--- src/rtl/ex_mult_sequencer_if.sv ---
// Operand/result bundle between the EX stage and the multiply sequencer.
// The master side is the pipeline; the slave side is the sequencer.
interface ex_mult_sequencer_if #(
  parameter int WIDTH = 32
);
  logic             Start_In;
  logic             Signed_In;
  logic             Flush_In;
  logic [WIDTH-1:0] DataA_In;
  logic [WIDTH-1:0] DataB_In;
  logic             Stall_Out;
  logic             Busy_Out;
  logic             Done_Out;
  logic [WIDTH-1:0] Hi_Out;
  logic [WIDTH-1:0] Lo_Out;

  modport master (
    output Start_In, Signed_In, Flush_In, DataA_In, DataB_In,
    input  Stall_Out, Busy_Out, Done_Out, Hi_Out, Lo_Out
  );

  modport slave (
    input  Start_In, Signed_In, Flush_In, DataA_In, DataB_In,
    output Stall_Out, Busy_Out, Done_Out, Hi_Out, Lo_Out
  );
endinterface

--- src/rtl/ex_mult_sequencer.sv ---
// Shift-add MULT/MULTU sequencer: WIDTH BUSY cycles plus one DONE cycle, fixed latency.
// Stalls IF/ID/EX from the start request until the product lands in HI/LO; flush aborts.
module ex_mult_sequencer #(
  parameter int WIDTH = 32,
  parameter int CNT_W = 6
) (
  input  logic              Clk,
  input  logic              Rst_n,
  ex_mult_sequencer_if.slave bus
);

  typedef enum logic [1:0] {IDLE, BUSY, DONE} state_t;

  state_t               state, state_nxt;
  logic [CNT_W-1:0]     cnt;
  logic [WIDTH-1:0]     acc, mplier, mcand;
  logic                 neg;
  logic [WIDTH-1:0]     hi, lo;

  logic                 accept;
  logic                 last;
  logic [WIDTH:0]       sum;
  logic [WIDTH-1:0]     acc_sh, mpl_sh;
  logic [2*WIDTH-1:0]   prod, res;
  logic [WIDTH-1:0]     abs_a, abs_b;

  always_comb begin
    state_nxt = state;
    accept    = (state != BUSY) && bus.Start_In && !bus.Flush_In;
    last      = (state == BUSY) && (cnt == CNT_W'(1));
    case (state)
      IDLE:    if (accept) state_nxt = BUSY;
      BUSY:    if (last)   state_nxt = DONE;
      DONE:    state_nxt = accept ? BUSY : IDLE;
      default: state_nxt = IDLE;
    endcase
    if (bus.Flush_In) state_nxt = IDLE;
  end

  // One partial product per clock: conditional add into the upper half, then a
  // right shift of {carry, acc, mplier} so the product accumulates in place.
  always_comb begin
    sum    = {1'b0, acc} + (mplier[0] ? {1'b0, mcand} : '0);
    acc_sh = sum[WIDTH:1];
    mpl_sh = {sum[0], mplier[WIDTH-1:1]};
    prod   = {acc_sh, mpl_sh};
    res    = neg ? -prod : prod;
    abs_a  = (bus.Signed_In && bus.DataA_In[WIDTH-1]) ? -bus.DataA_In : bus.DataA_In;
    abs_b  = (bus.Signed_In && bus.DataB_In[WIDTH-1]) ? -bus.DataB_In : bus.DataB_In;
  end

  always_ff @(posedge Clk or negedge Rst_n) begin
    if (!Rst_n) begin
      state  <= IDLE;
      cnt    <= '0;
      acc    <= '0;
      mplier <= '0;
      mcand  <= '0;
      neg    <= 1'b0;
      hi     <= '0;
      lo     <= '0;
    end else begin
      state <= state_nxt;
      if (bus.Flush_In) begin
        cnt <= '0;
      end else if (accept) begin
        mcand  <= abs_a;
        mplier <= abs_b;
        acc    <= '0;
        neg    <= bus.Signed_In & (bus.DataA_In[WIDTH-1] ^ bus.DataB_In[WIDTH-1]);
        cnt    <= CNT_W'(WIDTH);
      end else if (state == BUSY) begin
        acc    <= acc_sh;
        mplier <= mpl_sh;
        cnt    <= cnt - CNT_W'(1);
        if (last) {hi, lo} <= res;
      end
    end
  end

  // Gated by reset so a held Start_In cannot freeze the pipeline during reset.
  assign bus.Stall_Out = Rst_n & (accept | ((state == BUSY) & ~bus.Flush_In));
  assign bus.Busy_Out  = (state == BUSY);
  assign bus.Done_Out  = (state == DONE);
  assign bus.Hi_Out    = hi;
  assign bus.Lo_Out    = lo;

endmodule

--- src/flat_wrapper.sv ---
// flat-port wrapper written by rule: the top's interface ports become plain ports
module ex_mult_sequencer_flat 
#(
  parameter int WIDTH = 32,
  parameter int CNT_W = 6
)
  (Clk, Rst_n, bus_Start_In, bus_Signed_In, bus_Flush_In, bus_DataA_In, bus_DataB_In, bus_Stall_Out, bus_Busy_Out, bus_Done_Out, bus_Hi_Out, bus_Lo_Out);
  ex_mult_sequencer_if #(.WIDTH(WIDTH)) bus_i ();
  input  logic Clk;
  input  logic Rst_n;
  input wire logic [$bits(bus_i.Start_In)-1:0] bus_Start_In;
  input wire logic [$bits(bus_i.Signed_In)-1:0] bus_Signed_In;
  input wire logic [$bits(bus_i.Flush_In)-1:0] bus_Flush_In;
  input wire logic [$bits(bus_i.DataA_In)-1:0] bus_DataA_In;
  input wire logic [$bits(bus_i.DataB_In)-1:0] bus_DataB_In;
  output wire logic [$bits(bus_i.Stall_Out)-1:0] bus_Stall_Out;
  output wire logic [$bits(bus_i.Busy_Out)-1:0] bus_Busy_Out;
  output wire logic [$bits(bus_i.Done_Out)-1:0] bus_Done_Out;
  output wire logic [$bits(bus_i.Hi_Out)-1:0] bus_Hi_Out;
  output wire logic [$bits(bus_i.Lo_Out)-1:0] bus_Lo_Out;
  assign bus_i.Start_In = bus_Start_In;
  assign bus_i.Signed_In = bus_Signed_In;
  assign bus_i.Flush_In = bus_Flush_In;
  assign bus_i.DataA_In = bus_DataA_In;
  assign bus_i.DataB_In = bus_DataB_In;
  assign bus_Stall_Out = bus_i.Stall_Out;
  assign bus_Busy_Out = bus_i.Busy_Out;
  assign bus_Done_Out = bus_i.Done_Out;
  assign bus_Hi_Out = bus_i.Hi_Out;
  assign bus_Lo_Out = bus_i.Lo_Out;
  ex_mult_sequencer #(.WIDTH(WIDTH), .CNT_W(CNT_W)) u_core (.Clk(Clk), .Rst_n(Rst_n), .bus(bus_i));
endmodule
--- config.mk ---
export PLATFORM = sky130hd
export DESIGN_NAME = ex_mult_sequencer_flat
export DESIGN_NICKNAME = d
export VERILOG_FILES = /design/src/rtl/ex_mult_sequencer_if.sv /design/src/rtl/ex_mult_sequencer.sv /design/src/flat_wrapper.sv
export SDC_FILE = /design/constraint.sdc
export NUM_CORES = 1
export LEC_CHECK = 0
export CAP_MARGIN = 20
export CORE_ASPECT_RATIO = 0.75
export CORE_MARGIN = 1
export CORE_UTILIZATION = 57
export DETAILED_ROUTE_END_ITERATION = 10
export PLACE_DENSITY = 0.81
export REMOVE_ABC_BUFFERS = 1
export SLEW_MARGIN = 20
export SYNTH_ARGS = -nofsm -noshare
export SYNTH_HDL_FRONTEND = slang
export SYNTH_SLANG_ARGS = --single-unit
--- constraint.sdc ---
create_clock -name Clk -period 4.5 [get_ports Clk]
set_input_delay 0.9 -clock Clk [delete_from_list [all_inputs] [get_ports Clk]]
set_output_delay 0.9 -clock Clk [all_outputs]
set_load 0.05 [all_outputs]
; ---- After elaboration in Yosys (flattened, before gate mapping)
; Cells that the tools add are included.
[word_totals]
ff_bits = 169
inputBits = 69
word_cells = 55
output_inout_bits = 67
[op_classes]
addsub = 5
eq_ne = 6
n_reduce_logical = 13
bitwise = 7
muxes = 16
[op_table]
columns = op, n
row1 = $mux 32, 7
row2 = $mux 64, 1
row3 = $neg 32->32, 2
row4 = $neg 64->64, 1
row5 = $add 32x33->33, 1
row6 = $mux 6, 3
row7 = $eq 6x1->1 const B, 1
row8 = $mux 2, 3
row9 = $ne 3x2->1 const B, 2
row10 = $pmux 2 s3, 1
row11 = $reduce_and 2->1, 3
row12 = $sub 6x1->6 const B, 1
row13 = $logic_and 1x1->1, 5
row14 = $reduce_and 4->1, 1
row15 = $and 1x1->1, 3
row16 = $reduce_bool 3->1, 1
row17 = $eq 2x1->1 const B, 1
row18 = $eq 2x2->1 const B, 1
row19 = $logic_not 2->1, 1
row20 = $ne 2x1->1 const B, 1
row21 = $not 1->1, 2
row22 = $reduce_bool 2->1, 1
row23 = $logic_not 1->1, 1
row24 = $mux 1, 1
row25 = other kinds (2), 2

; ---- Longest topological paths before layout
[logic_depth]
word_depth = 6
mapped_depth = 15
mapped_depth_nobuf = 13

; ---- Worst setup path after synthesis
; Ideal clock, no wire load.
[synth_timing]
kind = register -> register
start = reg u_core.mplier[0]
end = reg u_core.hi[23] (netlist: u_core.bus.Hi_Out[23])
t_required_ns = 4.369
t_arrival_ns = 3.701
period_less_slack_ns = 3.832
path_stages_with_launch = 16
setup_ns = 0.131
n_path_buf = 2
slack_ns = 0.668
cell_sequence = dfrtp_1 -> clkbuf_1 -> and2_1 -> ha_1 -> fa_1 -> a21o_1 -> a221oi_2 -> o21ai_1 -> xor2_1 -> nor4_4 -> nand4bb_2 -> or4_1 -> buf_2 -> o31ai_1 -> xor2_1 -> o21ai_1
[synth_via]
elab_chain_cells = 4
[synth_lines]
columns = element, line_no
row1 = start: declaration, ex_mult_sequencer.sv:16  ; logic [WIDTH-1:0] acc, mplier, mcand;
row2 = start signal: assignment, ex_mult_sequencer.sv:68  ; mplier <= abs_b;
row3 = start signal: assignment, ex_mult_sequencer.sv:74  ; mplier <= mpl_sh;
row4 = $mux 32 (*), ex_mult_sequencer.sv:43  ; sum = {1'b0, acc} + (mplier[0] ? {1'b0, mcand} : '0);
row5 = $add 32x33->33 (*), ex_mult_sequencer.sv:43
row6 = $neg 64->64, ex_mult_sequencer.sv:47  ; res = neg ? -prod : prod;
row7 = $mux 64 (*), ex_mult_sequencer.sv:47
row8 = end signal: assignment, ex_mult_sequencer.sv:76  ; if (last) {hi, lo} <= res;
row9 = end: declaration, ex_mult_sequencer.sv:18  ; logic [WIDTH-1:0] hi, lo;
; Mark *: on every way between the ends. The rest lies on a longest branch, timed or not.
; A chain may end at the register's enable or synchronous reset.

; ---- Final worst setup path
[layout_timing]
start = reg u_core.mplier[0]
end = reg u_core.hi[28] (netlist: u_core.bus.Hi_Out[28])
; The elaborated chain is that of the path after synthesis.

==> flow_summary.yaml <==
outcome:
  status: "finished, final reports clean"
route:
  first_pass_iters: 5
  routedWlPerCell_um: 17.4
  remaining_drc_errors: 0
  wl_um: 29600
  antenna_left: 0
  avgViaCountPerCell: 6.05
  drtIter0Drc: 925
  vias: 10300
placement:
  place_congestion: 0.963
  dpl_cell_area_um2: 12800
  port_buffers: 135
  dp_hpwl_um: 21500
timing:
  fmax_mhz: 237
  rsz0062_at_grt: "false"
  setup_violations: 0
  whs_ns: 0.380
  maxSlewViolCount: 0
  fin_crit_sh: 0.938
  slew_headroom: 0.372
  tightest_slew_ns: 0.941
  skew_ns: 0.0121
  final_hold_viol_count: 0
  fin_tns_setup_ns: 0
  layout_min_cycle_time_ns: 4.22
synth:
  synth_largest_area_cell: "dfrtp_1"
  yosysTopAreaCellShare: 0.376
  synth-seq-cells: 169
  netlist_area_um2: 11200
  yosysSeqAreaShare: 0.376
  synth_flop_cell: "dfrtp_1"
  async_flop_share: 1.00
  synth_top_family_by_area: "compound AO/OA/AOI/OAI gates"
  syn_avg_cell_area_um2: 8.39
  syn_inst: 1340
  synth-simple-area-share: 0.206
  synthAdderAreaFrac: 0.0430
  synth-compound-area-share: 0.225
  yosysWarnings: 0
  synth_edf_count: 0
  ys_types: 76
  synth_mux_area_frac: 0.00356
  synth_xor_area_frac: 0.111
  synth.area.top_cells: "dfrtp_1 38%, nand2_1 7.7%, xor2_1 6.9%"
critical_path:
  path_cells: "and2_1 > ha_1 > fa_1 > a21o_1 > a221oi_2 > xnor2_1 > or2_4 > nor4_4 > nand4bb_2 > or4_1 > o41ai_2 > xor2_1 > o21ai_1"
  cp_num_buf_inv: 0
  worst-r2r-cell-count: 13
  critPathTopFamily: "simple AND/OR/NAND/NOR gates"
  worstPathMaxFanout: 15
  slowest_stage: "or4_1"
  cp.depth: 13
  critPathArrivalTime_ns: 4.52
  worstSetupEndpointType: "flop"
  path_class: "reg -> reg"
  critPathRequiredTime_ns: 4.80
  critPathMaxStageDelay_ns: 0.66
  start_kind: "flop"
clock_tree:
  cts_root_buf: "clkbuf_16"
  clockBufferDepth: 2
  cts_sinks: 169
  numCtsBuffers: 17
  htreeDepth: 4
  cts_hold_buf: 0
  clock_latency_ns: 0.43
  clk_transition_reported_paths_ns: 0.06
  cts_tree: "built"
final_layout:
  antenna_cells: 0
  final_cell_mix: "232 x nand2_1, 168 x dfrtp_1, 134 x o21ai_0"
  drive_gt1_frac: 0.0622
  multiInputGateArea_um2: 6640
  fin_util: 0.692
  mostFrequentLayoutCell: "nand2_1"
  area_growth_pct: 19.0
  seq_area_um2: 4230
  fillers: 1524
  finish.instance_area_um2: 13400
  nNetsFinal: 1543
pwr:
  power.density_nw_per_um2: 477
  vdd_drop_max_mv: 0.359
  leakage_nw: 5.66
  p_total_mw: 6.38
grt:
  overflow: 0
  grt_pass1_wl_um: 47700
  grt_pass1_vias: 9313
  grt_max_degree: 73
  antenna_found_initial: 0
  grt_use_total: 0.301
floorplan:
  die_h_um: 124
  rows: 44
  die_area_um2: 20300
  core_area_um2: 19300
  die_w_um: 164
  io_pins: 136
  initial_core_util: 0.582
job:
  max_cap_violations: 0
hold_path:
  hold_class: "in -> async"
==> report_power, final <==
group | internal (mW) | total, mW | switching, mW
Clock | 0.782 | 1.43 | 0.647
Combinational | 1.01 | 2.75 | 1.75
Sequential | 1.88 | 2.19 | 0.316
Total | 3.67 | 6.38 | 2.71
==> per-stage QoR <==
stage                     cells  setup WS (ns)
final                      1701          0.280
after global routing       1701         0.0361
after CTS                  1701          0.250
after detailed placement   1670          0.261
after global placement     1670          0.300
after floorplan            1261          -1.02
==> cell usage after synthesis, types with 7 or more instances <==
cell type	instances
a21o_1	12
a21oi_1	61
a22o_1	24
a31oi_1	41
and2_1	39
and3_1	7
clkbuf_1	72
dfrtp_1	169
ha_1	37
inv_1	22
nand2_1	232
nand2b_1	9
nand3_1	19
nand4_1	13
nor2_1	91
nor3_1	23
nor4_1	12
o21ai_0	134
o21ai_1	17
o31ai_1	27
o41ai_1	13
or3_1	9
or4_1	8
xnor2_1	55
xor2_1	88
==> final cells by class <==
class,instances,share of cell area
sequential,169,0.316
clock inverter,12,0.00879
tap,253,0.0237
clock buffer,19,0.0331
timing repair buffer,156,0.116
inverter,23,0.00645
multi-input combinational,1069,0.496
==> state kept, by name (all words and copies together), names as in the netlist <==
register	cells
u_core.acc	32
u_core.bus.Hi_Out	32
u_core.bus.Lo_Out	32
u_core.mcand	32
u_core.mplier	32
u_core.cnt	6
u_core.state	2
u_core.neg	1
==> what timing repair did <==
| item | 4_1_cts | 5_1_grt |
|---|---|---|
| buffers inserted | 0 | 0 |
| resized for setup | 0 | 1 |
| setup endpoints to repair | 0 | 1 |
==> cell families (layout without fill, tap and decap cells) <==
kind of cell               count (synthesis)  count (layout)
AOI/OAI and AO/OA                        392             392
xor gates and xnor gates                 143             143
adders and majority gates                 38              38
buffers and inverters                    102             210
DFF                                      169             169
muxes                                      4               4
and+or+nand+nor                          492             492
==> worst register-to-register path, cell delays in order (launching register included) <==
cell	delay (ns)
dfrtp_1	0.51
and2_1	0.21
ha_1	0.22
fa_1	0.42
a21o_1	0.21
a221oi_2	0.35
xnor2_1	0.20
or2_4	0.31
nor4_4	0.24
nand4bb_2	0.22
or4_1	0.66
o41ai_2	0.32
xor2_1	0.17
o21ai_1	0.07
==> worst paths after layout <==
| kind | from | endpoint | slack, ns |
|---|---|---|---|
| hold reg to reg | u_core.mcand[31] | u_core.mcand[31] | 0.47 |
| max in group asynchronous | Rst_n | u_core.neg | 2.82 |
| setup reg to reg | u_core.mplier[0] | u_core.bus.Hi_Out[28] | 0.28 |
| hold / removal | Rst_n | u_core.bus.Hi_Out[19] | 0.38 |
| setup / recovery | u_core.mplier[0] | u_core.bus.Hi_Out[28] | 0.28 |
| min in group Clk | u_core.mcand[31] | u_core.mcand[31] | 0.47 |
==> per-layer routing <==
metal	part of all wire	up-vias	wire length, µm	global-route usage
li1	-	4949	-	-
met1	0.49	4871	14400	0.458
met2	0.42	416	12400	0.431
met3	0.070	52	2080	0.0513
met4	0.024	0	724	0.100
met5	0	-	0	0
(Power assumes the default switching activity.)
